**src/rtl/gate_pkg.sv**
```systemverilog
// Shared definitions for 2-input gate exercisers: gate opcodes, sequencer states
// and the reference truth function used for checking.
package gate_pkg;

   localparam int GATE_AND  = 0;
   localparam int GATE_OR   = 1;
   localparam int GATE_XOR  = 2;
   localparam int GATE_NAND = 3;
   localparam int GATE_NOR  = 4;
   localparam int GATE_XNOR = 5;

   typedef enum logic [1:0] {
      ST_IDLE  = 2'd0,
      ST_DRIVE = 2'd1,
      ST_DONE  = 2'd2
   } state_t;

   // Unknown opcodes fall back to OR.
   function automatic logic gate_expect(input int op, input logic a, input logic b);
      case (op)
         GATE_AND:  return a & b;
         GATE_OR:   return a | b;
         GATE_XOR:  return a ^ b;
         GATE_NAND: return ~(a & b);
         GATE_NOR:  return ~(a | b);
         GATE_XNOR: return ~(a ^ b);
         default:   return a | b;
      endcase
   endfunction

endpackage

```
**src/rtl/gate_ref_model.sv**
```systemverilog
// Combinational reference for a 2-input gate: exp_y = f(GATE_OP, a, b).
module gate_ref_model
   import gate_pkg::*;
#(
   parameter int GATE_OP = GATE_OR
) (
   input  logic a,
   input  logic b,
   output logic exp_y
);

   assign exp_y = gate_expect(GATE_OP, a, b);

endmodule

```
**src/rtl/gate_exerciser.sv**
```systemverilog
// Clocked exhaustive a/b sequencer for a 2-input gate DUT, checking y per vector.
// Optional first-failure capture on fail_vec: GATE_EXERCISER_FAIL_CAPTURE_EN.
module gate_exerciser
   import gate_pkg::*;
#(
   parameter int HOLD_CYCLES = 100,
   parameter int GATE_OP     = GATE_OR,
   parameter int CNT_W       = 16
) (
   input  logic       clk,
   input  logic       rst,
   input  logic       start,
   input  logic       y,
   output logic       a,
   output logic       b,
   output logic       busy,
   output logic       done,
   output logic       pass,
   output logic [2:0] err_count,
   output logic [1:0] vec_idx,
   output logic [1:0] fail_vec
);

   state_t           state, state_nxt;
   logic [CNT_W-1:0] cnt;
   logic [1:0]       vec_q;
   logic [2:0]       err_q;
   logic             pass_q;
   logic             exp_y, last_cycle, mismatch, cmp_en, start_acc;

   gate_ref_model #(.GATE_OP(GATE_OP)) u_ref (
      .a     (vec_q[1]),
      .b     (vec_q[0]),
      .exp_y (exp_y)
   );

   assign last_cycle = (cnt == CNT_W'(HOLD_CYCLES - 1));
   // Case inequality so an X/Z on y counts as a miss in simulation.
   assign mismatch   = (y !== exp_y);
   assign cmp_en     = (state == ST_DRIVE) && last_cycle;
   assign start_acc  = (state == ST_IDLE) && start;

   always_ff @(posedge clk or posedge rst) begin
      if (rst) state <= ST_IDLE;
      else     state <= state_nxt;
   end

   always_comb begin
      state_nxt = state;
      case (state)
         ST_IDLE:  if (start) state_nxt = ST_DRIVE;
         ST_DRIVE: if (last_cycle && vec_q == 2'd3) state_nxt = ST_DONE;
         ST_DONE:  state_nxt = ST_IDLE;
         default:  state_nxt = ST_IDLE;
      endcase
   end

   always_ff @(posedge clk or posedge rst) begin
      if (rst) begin
         cnt    <= '0;
         vec_q  <= 2'd0;
         err_q  <= 3'd0;
         pass_q <= 1'b0;
      end else if (start_acc) begin
         cnt    <= '0;
         vec_q  <= 2'd0;
         err_q  <= 3'd0;
         pass_q <= 1'b0;
      end else if (state == ST_DRIVE) begin
         if (cmp_en) begin
            cnt <= '0;
            if (mismatch) err_q <= err_q + 3'd1;
            // Last vector: pass must include this compare since err_q lags a cycle.
            if (vec_q == 2'd3) pass_q <= (err_q == 3'd0) && !mismatch;
            else               vec_q  <= vec_q + 2'd1;
         end else begin
            cnt <= cnt + CNT_W'(1);
         end
      end
   end

`ifdef GATE_EXERCISER_FAIL_CAPTURE_EN
   logic [1:0] fail_q;

   always_ff @(posedge clk or posedge rst) begin
      if (rst)                                     fail_q <= 2'd0;
      else if (start_acc)                          fail_q <= 2'd0;
      else if (cmp_en && mismatch && err_q == 3'd0) fail_q <= vec_q;
   end

   assign fail_vec = fail_q;
`else
   assign fail_vec = 2'd0;
`endif

   assign a         = vec_q[1];
   assign b         = vec_q[0];
   assign vec_idx   = vec_q;
   assign err_count = err_q;
   assign pass      = pass_q;
   assign busy      = (state == ST_DRIVE);
   assign done      = (state == ST_DONE);

endmodule

```
**config.mk**
```make
export PLATFORM = sky130hd
export DESIGN_NAME = gate_exerciser
export DESIGN_NICKNAME = d
export VERILOG_FILES = /design/src/rtl/gate_pkg.sv /design/src/rtl/gate_ref_model.sv /design/src/rtl/gate_exerciser.sv
export SDC_FILE = /design/constraint.sdc
export NUM_CORES = 1
export LEC_CHECK = 0
export ABC_AREA = 0
export CORE_ASPECT_RATIO = 0.5
export CORE_MARGIN = 8
export CORE_UTILIZATION = 30
export DETAILED_ROUTE_END_ITERATION = 7
export PLACE_DENSITY_LB_ADDON = 0.15
export SLEW_MARGIN = 10
export SYNTH_ARGS = -nofsm -noshare
export SYNTH_HDL_FRONTEND = slang
export SYNTH_SLANG_ARGS = --single-unit
export TNS_END_PERCENT = 5
```
**constraint.sdc**
```tcl
create_clock -name clk -period 3.95 [get_ports clk]
set_clock_uncertainty 0.2 [all_clocks]
set_input_delay 0.395 -clock clk [delete_from_list [all_inputs] [get_ports clk]]
set_output_delay 0.395 -clock clk [all_outputs]
set_load 0.1 [all_outputs]
```
After elaboration in Yosys (flattened, before gate mapping)
Cells that the tools add are included.
{"block": "totals", "reg_bits": 24, "input_bits": 4, "output_inout_bits": 12, "elab_cells": 50}
{"block": "classes", "reduce_logical": 15, "n_mux": 18, "bitwise_logic": 1, "n_eq_ne": 8, "n_addsub": 3}
{"operator": "16-bit two-way mux", "n": 3}
{"operator": "16-bit by 1-bit adder with 16-bit output (second input constant)", "n": 1}
{"operator": "16-bit by 7-bit equality test with 1-bit output (second input constant)", "n": 1}
{"operator": "2-bit two-way mux", "n": 6}
{"operator": "3-bit two-way mux", "n": 4}
{"operator": "3-bit AND reduction", "n": 3}
{"operator": "2-bit nonzero test", "n": 4}
{"operator": "2-bit equality test (second input constant)", "n": 2}
{"operator": "1-bit logical AND", "n": 4}
{"operator": "1-bit two-way mux", "n": 4}
{"operator": "2-bit inequality test (second input constant)", "n": 2}
{"operator": "2-bit case mux with 2 select lines", "n": 1}
{"operator": "3-bit by 1-bit adder with 3-bit output (second input constant)", "n": 1}
{"operator": "3-bit logical NOT", "n": 1}
{"operator": "2-bit by 1-bit adder with 2-bit output (second input constant)", "n": 1}
{"operator": "2-bit by 1-bit equality test with 1-bit output (second input constant)", "n": 1}
{"operator": "2-bit logical NOT", "n": 1}
{"operator": "2-bit by 1-bit inequality test with 1-bit output (second input constant)", "n": 1}
{"operator": "2-bit AND reduction", "n": 1}
{"operator": "1-bit logical NOT", "n": 1}
{"operator": "1-bit !== test", "n": 1}
{"operator": "1-bit bitwise OR", "n": 1}

Depth between registers and ports, before layout
Gate-level depths: netlist of run 1.
{"block": "depth", "ltp_word": 8, "depth_mapped": 6, "depth_no_buf": 6}

Cells and area by module
Synthesis of run 1 repeated with hierarchy kept, for this count alone.
{"block": "unflattened", "cells_unflattened": 145, "hier_area_um2": 1393.8}
{"mod": "gate_exerciser", "instances": 1, "area_per_inst_um2": 1387.6, "seq_area_each_um2": 600.6, "cells_per_inst": 144}
{"mod": "gate_ref_model", "instances": 1, "area_per_inst_um2": 6.3, "seq_area_each_um2": 0.0, "cells_per_inst": 1}

Worst setup path after synthesis of run 1
No wires, ideal clock.
{"block": "synth_timing", "path_type": "register to register", "from": "register vec_q[1] (netlist: vec_idx[1])", "to": "register err_q[2] (netlist: err_count[2])", "t_required_ns": 3.673, "slack_ns": 1.523, "stages_incl_launch_ff": 7, "path_buffers": 0, "t_arrival_ns": 2.149, "setup_time_ns": 0.077, "synth_period_minus_slack_ns": 2.427, "cell_sequence": "dfrtp_1 -> inv_1 -> ha_1 -> xnor2_1 -> nand2_1 -> or4_1 -> a21oi_1"}
{"block": "synth_via", "elab_chain_cells": 4}
{"element": "start: declaration", "line_no": "gate_exerciser.sv:26", "source": "logic [1:0] vec_q;"}
{"element": "start signal: assignment", "line_no": "gate_exerciser.sv:75", "source": "else vec_q <= vec_q + 2'd1;"}
{"element": "1-bit bitwise OR"}
{"element": "1-bit !== test", "line_no": "gate_exerciser.sv:39", "source": "assign mismatch = (y !== exp_y);"}
{"element": "2-bit nonzero test (no source line)"}
{"element": "3-bit AND reduction (no source line)"}
{"element": "end signal: assignment", "line_no": "gate_exerciser.sv:72", "source": "if (mismatch) err_q <= err_q + 3'd1;"}
{"element": "end: declaration", "line_no": "gate_exerciser.sv:27", "source": "logic [2:0] err_q;"}
No other way between the ends.
A chain may end at the register's enable or synchronous reset.

Worst setup path in the final report of run 1
{"block": "layout_timing", "from": "register cnt[0]", "to": "register cnt[10]"}
{"block": "layout_via", "elab_chain_cells": 5, "word_cells_on_any_way": 6, "cone_classes": "add/sub (1); eq/ne (1); mux (3); reduce/logical (1)"}
{"element": "start: declaration", "line_no": "gate_exerciser.sv:25", "source": "logic [CNT_W-1:0] cnt;"}
{"element": "start signal: assignment", "line_no": "gate_exerciser.sv:77", "source": "cnt <= cnt + CNT_W'(1);"}
{"element": "branches (longest 2 deep; another with 16-bit by 1-bit adder with 16-bit output)"}
{"element": "16-bit two-way mux *", "line_no": "gate_exerciser.sv:70", "source": "if (cmp_en) begin"}
{"element": "16-bit two-way mux *", "line_no": "gate_exerciser.sv:69", "source": "end else if (state == ST_DRIVE) begin"}
{"element": "16-bit two-way mux *", "line_no": "gate_exerciser.sv:64", "source": "end else if (start_acc) begin"}
Mark *: on every way between the ends. The select of a mux whose other input is x is not followed.

==> results of run 1 <==
==> cells by family after synthesis <==
family / count (synthesis) / synth area share [%]
buffers and inverters: 17 / 5.882
AND/OR/NAND/NOR: 59 / 26.61
other: 1 / 0.2712
AO/OA/AOI/OAI: 26 / 12.22
XOR/XNOR: 10 / 6.335
multiplexers: 1 / 0.7240
adder cells (fa/ha/maj): 5 / 4.525
flip-flops: 24 / 43.44
==> layout make-up <==
class / instances / area share [%]
Inverter: 8 / 1.906
Clock buffer: 3 / 2.621
Timing Repair Buffer: 13 / 8.102
Tap cell: 57 / 4.527
Sequential cell: 24 / 38.13
Multi-Input combinational cell: 103 / 44.72
==> routing by layer <==
metal / track usage [%] / vias to the layer above / routed length, um
met5: 0 / - / 0
met4: 2.496 / 0 / 26
met3: 2.434 / 2 / 79
met2: 14.61 / 17 / 1380
met1: 11.78 / 516 / 1607
li1: - / 532 / -
==> cell usage after synthesis, types with 2 or more instances <==
cell type | number | share of area (%)
or3_1 | 2 | 0.90
a21oi_1 | 9 | 3.3
nand4_1 | 5 | 2.3
nand4b_1 | 2 | 1.3
nor2_1 | 11 | 3.0
nand3_2 | 2 | 1.4
ha_1 | 5 | 4.5
nor4b_2 | 2 | 2.2
clkbuf_1 | 3 | 0.81
nand2_1 | 10 | 2.7
xor2_1 | 2 | 1.3
inv_1 | 8 | 2.2
o31ai_1 | 9 | 4.9
nor4_1 | 6 | 2.7
xnor2_1 | 8 | 5.1
nand3_1 | 3 | 1.1
dfrtp_1 | 24 | 43
buf_4 | 4 | 2.2
or4_1 | 5 | 2.7
or3_4 | 2 | 1.6
buf_2 | 2 | 0.72
a31oi_1 | 3 | 1.4
==> worst reg2reg max path, delay by kind of cell (launching register included) <==
kind / cells / cell delay [ns]
compound gates: 1 / 0.84
simple gates: 3 / 0.72
flops: 1 / 0.41
fa+ha+maj: 1 / 0.27
==> stage by stage <==
step | setup slack [ns] | util, % | instances | cell area [sq um]
floorplan | 1.523 | - | 144 | 1386
global placement | 1.350 | 34.67 | 205 | 1534
detailed placement | 1.308 | 34.67 | 205 | 1534
CTS | 1.306 | 35.61 | 208 | 1575
global route | 1.085 | 35.61 | 208 | 1575
finish | 1.377 | 35.61 | 208 | 1575
==> sequential cells by signal (all words and copies together) (netlist names) <==
register / cells
cnt: 16
err_count: 3
state: 2
vec_idx: 2
pass: 1
==> final timing paths <==
path                                 to  slack, ns  cells past startpoint
worst max-delay path            cnt[10]       1.38                      5
worst min-delay path               pass       0.33                      2
worst max register to register  cnt[10]       1.38                      5
worst min register to register     pass       0.33                      2
max in group asynchronous        cnt[4]       2.52                      2
min in group asynchronous        cnt[9]       0.44                      2
==> power groups by stage <==
| stage | clock network (mW) | logic, mW | registers (mW) |
|---|---|---|---|
| final | 0.151 | 0.259 | 0.352 |
| after global routing | 0.166 | 0.290 | 0.362 |
| after CTS | 0.156 | 0.263 | 0.352 |
| after detailed placement | 0 | 0.261 | 0.357 |
| after global placement | 0 | 0.259 | 0.356 |
| after floorplan | 0 | 0.182 | 0.378 |
==> metrics.cfg, run 1 <==
[global_route]
grt_antenna_before_repair=0
grt_pass1_wl_um=5347
groute.usage.overall_pct=9.054
grt-ovfl-total=0
grt_pass1_vias=1094
grt_max_degree=25

[clocking]
cts_root_buffer=clkbuf_8
post_cts_buffers=0
clk_pin_slew_ns=0.09
htree_levels=1
clock_latency_ns=0.27
post_cts_resize_count=0
cts_tree=built
ctsHoldBuffers=0
numCtsBuffers=3
clock-sinks=24
cts_buffer_depth=2

[die]
die_y_um=64.01
design.die.area_sq_um=7169
start_util_pct=31.25
fp.dieW_um=112.0
io_pins=16
core_sq_um=4424
rows=17

[pwr]
leakagePower_nw=0.6188
cellPowerDensity_nw_per_um2=483.8
clockPowerShare_pct=19.8
finalPower_mw=0.7621
internal-power_mw=0.4493
swShare_pct=41.04
share_comb_of_total_power_pct=34.0
p_switching_mw=0.3127
p_seq_share_pct=46.2
peakVddDrop_mv=0.1624

[logic_synthesis]
synth_cell_type_count=38
synth.avg_cell_area_sq_um=9.668
async_flop_share_pct=100.0
yosysWarnings=0
ys_seq_area_share_pct=43.44
synth_edf_count=0
syn_inst=143
ys_ff_latch=24
syn-cell-area_sq_um=1383
ys.flop_type=dfrtp_1

[sta]
relSlewSlack_pct=34.89
hold_viol=0
fmax_ghz=0.3886
drv_slew=0
period_needed_ns=2.573
setup_viol=0
worst_slew_pin_slew_ns=0.9736
setup_tns_ns=0
finalCritPeriodShare_pct=65.15
rsz0062_at_grt=no
whs_ns=0.3341

[worst_setup_path]
r2r_start=cnt[0]
max_stage_delay_ns=0.84
critPathSlowestCell=o21ai_1
criticalPathCategory=flop to flop
crit_family=compound AO/OA/AOI/OAI gates
end_kind=flop
path_cells=ha_1 > nor4b_2 > nand4_2 > o21ai_1 > nor2_1
crit_path_start_kind=flop
crit_start=cnt[0]
worst_ep_required_time_ns=3.88
cp_max_fo=13
crit_buf_inv=0
arrival_ns=2.50

[layout]
nNetsFinal=162
multi_input_comb_area_sq_um=704.4
layout_common_cells=24 x dfrtp_1, 12 x clkdlybuf4s50_1, 11 x nor2_1, 10 x nand2_1
seqCellArea_sq_um=600.6
fillers=476
drive_above_1_share_pct=7.947
antennaDiodeCount=0
syn2layout_area_growth_pct=13.94
final_common_cell=dfrtp_1

[route]
avgViaCountPerCell=5.130
routedWlPerCell_um=14.87
vias=1067
drc_errors=0
drt_iter0_drc=38
drt_pass1_iterations=4
ant_nets=0
finalWirelength_um=3093

[worst_hold_path]
hp-start=pass
hold_path_class=flop to flop

[place]
numPortBuffers=13
hpwl_um=2180
gp_congestion=0.7472

[outcome]
status=finished clean

[run]
maxCapViolations=0

Note: power is estimated with default switching activity, not from simulation.
==> inputs of run 2 (changes only) <==
==> constraint.sdc (replaced) <==
create_clock -name clk -period 2.6 [get_ports clk]
set_clock_uncertainty 0.2 [all_clocks]
set_input_delay 0.26 -clock clk [delete_from_list [all_inputs] [get_ports clk]]
set_output_delay 0.26 -clock clk [all_outputs]
set_load 0.1 [all_outputs]
==> run 2 against run 1 <==
  * Global-route usage down 0.14 points
  * Core utilization up 0.65 points
  * Worst setup slack worse by 0.99 ns
  * Die area unchanged
  * Maximum frequency up 17%
  * Register-to-register slack worse by 0.99 ns
  * Total power up 56%
  * Final area up 1.8%
  * Critical path depth unchanged
  * Flip-flop and latch count unchanged
  * Largest power group unchanged
  * Highest routed layer unchanged
==> metrics.cfg, run 2 (synthesis gave the netlist of run 1 again) <==
[layout]
final_common_cell=dfrtp_1
multi_input_comb_area_sq_um=704.4  ; unchanged
drive_above_1_share_pct=17.20  ; +9.3 points
antennaDiodeCount=0  ; unchanged
largest_reg_flops=16  ; unchanged
layout_common_cells=24 x dfrtp_1, 15 x buf_4, 11 x nor2_1, 10 x nand2_1
fillers=470  ; -1.3%
seqCellArea_sq_um=600.6  ; unchanged
nNetsFinal=167  ; +3.1%
top_register=cnt
final_cell_area_sq_um=1604  ; +1.8%
post-route-util_pct=36.26  ; +0.65 points
syn2layout_area_growth_pct=16.02

[worst_setup_path]
max_stage_delay_ns=0.54  ; -0.30 ns
critPathSlowestCell=or4_1
path_cells=ha_1 > nor4b_2 > nand4_2 > or4_1 > a21oi_1
worst_ep_required_time_ns=2.60  ; -1.28 ns
cp_max_fo=7  ; -6
criticalPathCategory=flop to flop
crit_buf_inv=0  ; unchanged
arrival_ns=2.21  ; -0.29 ns
crit_path_start_kind=flop
end_kind=flop
crit_family=simple AND/OR/NAND/NOR gates

[die]
design.die.area_sq_um=7169  ; unchanged
core_sq_um=4424  ; unchanged
start_util_pct=31.25  ; unchanged
rows=17  ; unchanged
io_pins=16  ; unchanged
die_y_um=64.01  ; unchanged
fp.dieW_um=112.0  ; unchanged

[clocking]
clk_pin_slew_ns=0.09  ; about the same
post_cts_buffers=0  ; unchanged
cts_buffer_depth=2  ; unchanged
numCtsBuffers=3  ; unchanged
post_cts_resize_count=0  ; unchanged
clock_latency_ns=0.27  ; about the same
cts_tree=built
ctsHoldBuffers=0  ; unchanged
clock-sinks=24  ; unchanged
cts_root_buffer=clkbuf_8
htree_levels=1  ; unchanged

[route]
finalWirelength_um=3149  ; +1.8%
drc_errors=0  ; unchanged
routedWlPerCell_um=14.71  ; -1.0%
vias=1105  ; +3.6%
drt_pass1_iterations=4  ; unchanged
drt_iter0_drc=31  ; -18%
ant_nets=0  ; unchanged
avgViaCountPerCell=5.164  ; +0.66%

[sta]
rsz0062_at_grt=no
fmax_ghz=0.4527  ; +17%
finalCritPeriodShare_pct=84.95  ; +20 points
period_needed_ns=2.209  ; -0.3646 ns
setup_viol=0  ; unchanged
hold_viol=0  ; unchanged
worst_slack_ns=0.3912  ; -0.9854 ns
drv_slew=0  ; unchanged
setup_tns_ns=0  ; unchanged

[worst_hold_path]
hold_path_class=input port to async pin

[pwr]
leakagePower_nw=0.6645  ; +7.4%
cellPowerDensity_nw_per_um2=740.5  ; +53%
peakVddDrop_mv=0.2440  ; +50%

[place]
dp_slack_ns=0.2954  ; -1.013 ns
placed_cell_area_sq_um=1549  ; +0.98%
hpwl_um=2237  ; +2.6%
numPortBuffers=13  ; unchanged
gp_congestion=0.7678  ; +2.8%

[global_route]
grt_pass1_vias=1080  ; -1.3%
grt_pass1_wl_um=5250  ; -1.8%
groute.usage.overall_pct=8.910  ; -0.14 points
grt_max_degree=25  ; unchanged
grt-ovfl-total=0  ; unchanged
grt_antenna_before_repair=0  ; unchanged

[run]
maxCapViolations=0  ; unchanged

[outcome]
status=finished clean

## run 2: cell types whose count changed in the layout (fill, tap and decap cells not counted), sizes merged
cell / delta
buf: +14
clkbuf: +1
clkdlybuf4s50: -9
## run 2: per-layer routing
| metal | share of wire (%) | track usage, % | wire (um) | vias up |
|---|---|---|---|---|
| met5 | 0 | 0 | 0 | - |
| met4 | 1.1 | 2.995 | 34 | 0 |
| met3 | 1.5 | 2.247 | 48 | 2 |
| met2 | 44 | 14.68 | 1393 | 12 |
| met1 | 53 | 11.28 | 1673 | 548 |
| li1 | - | - | - | 543 |
## run 2: layout make-up
class                      count  area share, %
clock buffer                   4          3.432
inverter                       8          1.872
timing repair buffer          18          8.892
multi-input combinational    103          43.92
sequential                    24          37.44
tap                           57          4.446
## run 2: worst min-delay path, cell delays in order
cell and delay (ns):
clkdlybuf4s50_1 0.39, inv_1 0.05, buf_4 0.31
## run 2: through the flow
step	total power, mW	hold slack (ns)	std cells
after CTS	1.199	0.1486	214
final	1.188	0.1357	214
after global routing	1.265	0.1730	214
after global placement	0.9275	0.3207	210
after floorplan	0.8516	0.07462	144
after detailed placement	0.9318	0.3309	210
## run 2: path summary, 6_finish.rpt
path	from	slack, ns	depth (start not counted)	to
max in group asynchronous	rst	1.81	3	err_count[1]
worst max register to register	cnt[0]	0.39	5	err_count[2]
min in group clk	pass	0.34	2	pass
worst max-delay path	cnt[0]	0.39	5	err_count[2]
worst min register to register	pass	0.34	2	pass
worst min-delay path	rst	0.14	3	cnt[5]
## run 2: power by group
group	internal (mW)	switching [mW]	total (mW)
clock network	0.135	0.127	0.263
logic	0.135	0.260	0.395
registers	0.440	0.0899	0.530
==> inputs of run 3 (changes only) <==
==> constraint.sdc (replaced) <==
create_clock -name clk -period 2.3 [get_ports clk]
set_clock_uncertainty 0.2 [all_clocks]
set_input_delay 0.23 -clock clk [delete_from_list [all_inputs] [get_ports clk]]
set_output_delay 0.23 -clock clk [all_outputs]
set_load 0.1 [all_outputs]
==> run 3 against run 2 <==
  * Total power grew 15%
  * Flip-flop and latch count is the same
  * Die area stayed put
  * Count of clock-buffer cells in the layout unchanged
  * Sequential share of layout area shrank 0.70 points
  * Routed wire length down 0.19%
  * Sequential power increased by 11%
  * Largest power group unchanged
  * Highest routed layer unchanged
==> metrics.cfg, run 3 (synthesis gave the netlist of run 1 again) <==
[place]
hpwl_um=2338  ; +4.5%
place_inst=213  ; +1.4%
numPortBuffers=13  ; unchanged
placed_cell_area_sq_um=1587  ; +2.4%
gp_congestion=0.7441  ; -3.1%
dp_slack_ns=0.1289  ; -0.1665 ns

[pwr]
p_switching_mw=0.5430  ; +14%
share_comb_of_total_power_pct=35.5  ; +2.2 points
clockPowerShare_pct=21.4  ; -0.7 points
leakagePower_nw=0.6841  ; +2.9%
cellPowerDensity_nw_per_um2=833.4  ; +13%
peakVddDrop_mv=0.3881  ; +59%
swShare_pct=39.69  ; -0.46 points
internal-power_mw=0.8251  ; +16%
p_seq_share_pct=43.1  ; -1.5 points

[clocking]
ctsHoldBuffers=0  ; unchanged
post_cts_buffers=0  ; unchanged
cts_tree=built
numCtsBuffers=3  ; unchanged
clk_pin_slew_ns=0.09  ; about the same
htree_levels=1  ; unchanged
cts_root_buffer=clkbuf_8
post_cts_resize_count=0  ; unchanged
clock-sinks=24  ; unchanged
clock_latency_ns=0.27  ; about the same
cts_buffer_depth=2  ; unchanged

[sta]
finalCritPeriodShare_pct=91.34  ; +6.4 points
setup_viol=0  ; unchanged
worst_slack_ns=0.1992  ; -0.1920 ns
whs_ns=0.1032  ; -0.03243 ns
hold_viol=0  ; unchanged
setup_tns_ns=0  ; unchanged
rsz0062_at_grt=no
period_needed_ns=2.101  ; -0.1080 ns
fmax_ghz=0.4760  ; +5.1%
drv_slew=0  ; unchanged

[worst_setup_path]
criticalPathCategory=flop to flop
cp_max_fo=8  ; +1
crit_path_start_kind=flop
end_kind=flop
arrival_ns=2.10  ; -0.11 ns
r2r_slack_ns=0.20  ; -0.19 ns
worst_ep_required_time_ns=2.30  ; -0.30 ns

[die]
design.die.area_sq_um=7169  ; unchanged
io_pins=16  ; unchanged
core_sq_um=4424  ; unchanged
fp.dieW_um=112.0  ; unchanged
die_y_um=64.01  ; unchanged
start_util_pct=31.25  ; unchanged
rows=17  ; unchanged

[route]
drt_iter0_drc=43  ; +39%
drt_pass1_iterations=4  ; unchanged
finalWirelength_um=3143  ; -0.19%
drc_errors=0  ; unchanged
vias=1090  ; -1.4%
avgViaCountPerCell=5.023  ; -2.7%
routedWlPerCell_um=14.48  ; -1.6%
ant_nets=0  ; unchanged

[layout]
fillers=453  ; -3.6%
syn2layout_area_growth_pct=18.73
final_cells=217  ; +1.4%
antennaDiodeCount=0  ; unchanged
drive_above_1_share_pct=20.00  ; +2.8 points
top_register=cnt
nNetsFinal=170  ; +1.8%
final_cell_area_sq_um=1642  ; +2.3%
final_common_cell=dfrtp_1
layout_common_cells=22 x dfrtp_1, 17 x buf_4, 11 x nor2_1, 10 x nand2_1
largest_reg_flops=16  ; unchanged

[global_route]
grt-ovfl-total=0  ; unchanged
groute.usage.overall_pct=9.250  ; +0.34 points
grt_pass1_vias=1068  ; -1.1%
grt_antenna_before_repair=0  ; unchanged
grt_max_degree=25  ; unchanged
grt_pass1_wl_um=5430  ; +3.4%

[run]
maxCapViolations=0  ; unchanged

[worst_hold_path]
hold_path_class=input port to async pin

[outcome]
status=finished clean

## run 3: worst paths after layout
kind,startpoint,endpoint,cells after the start
max,cnt[0],err_count[2],5
min in group clk,cnt[0],cnt[0],1
max in group asynchronous,rst,vec_idx[0],3
min,rst,cnt[3],3
max reg2reg,cnt[0],err_count[2],5
min reg2reg,cnt[0],cnt[0],1
## run 3: final cells by class
class                      instances  area (sq um)  share of cell area (%)
sequential                        24         603.1                   36.74
multi-input combinational        103         704.4                   42.91
inverter                           8         30.03                   1.829
clock buffer                       4         55.05                   3.354
tap                               57         71.32                   4.345
timing repair buffer              21         177.7                   10.82
## run 3: metrics by stage
| step | power (mW) | util, % |
|---|---|---|
| 2_1_floorplan | 0.9637 | - |
| 3_3_place_gp | 1.082 | 35.86 |
| 3_5_place_dp | 1.086 | 35.86 |
| 4_1_cts | 1.386 | 37.10 |
| 5_1_grt | 1.456 | 37.10 |
| 6_report | 1.368 | 37.10 |
## run 3: power by group through the flow
stage | Combinational (mW) | Sequential [mW] | Clock (mW)
after global placement | 0.486 | 0.596 | 0
final | 0.486 | 0.589 | 0.293
after floorplan | 0.313 | 0.651 | 0
after global routing | 0.531 | 0.601 | 0.324
after CTS | 0.491 | 0.588 | 0.307
after detailed placement | 0.489 | 0.597 | 0
## run 3: layer usage
metal / GRT usage, % / wire length [um] / vias up
met3: 2.247 / 59 / 2
met1: 12.31 / 1611 / 530
met2: 14.53 / 1445 / 13
met4: 2.995 / 26 / 0
li1: - / - / 545
met5: 0 / 0 / -
## run 3: critical path, stage by stage (launching register included)
cell,delay (ns)
dfrtp_1,0.41
ha_1,0.21
nor4b_2,0.27
nand4_2,0.27
or4_1,0.54
a21oi_1,0.15
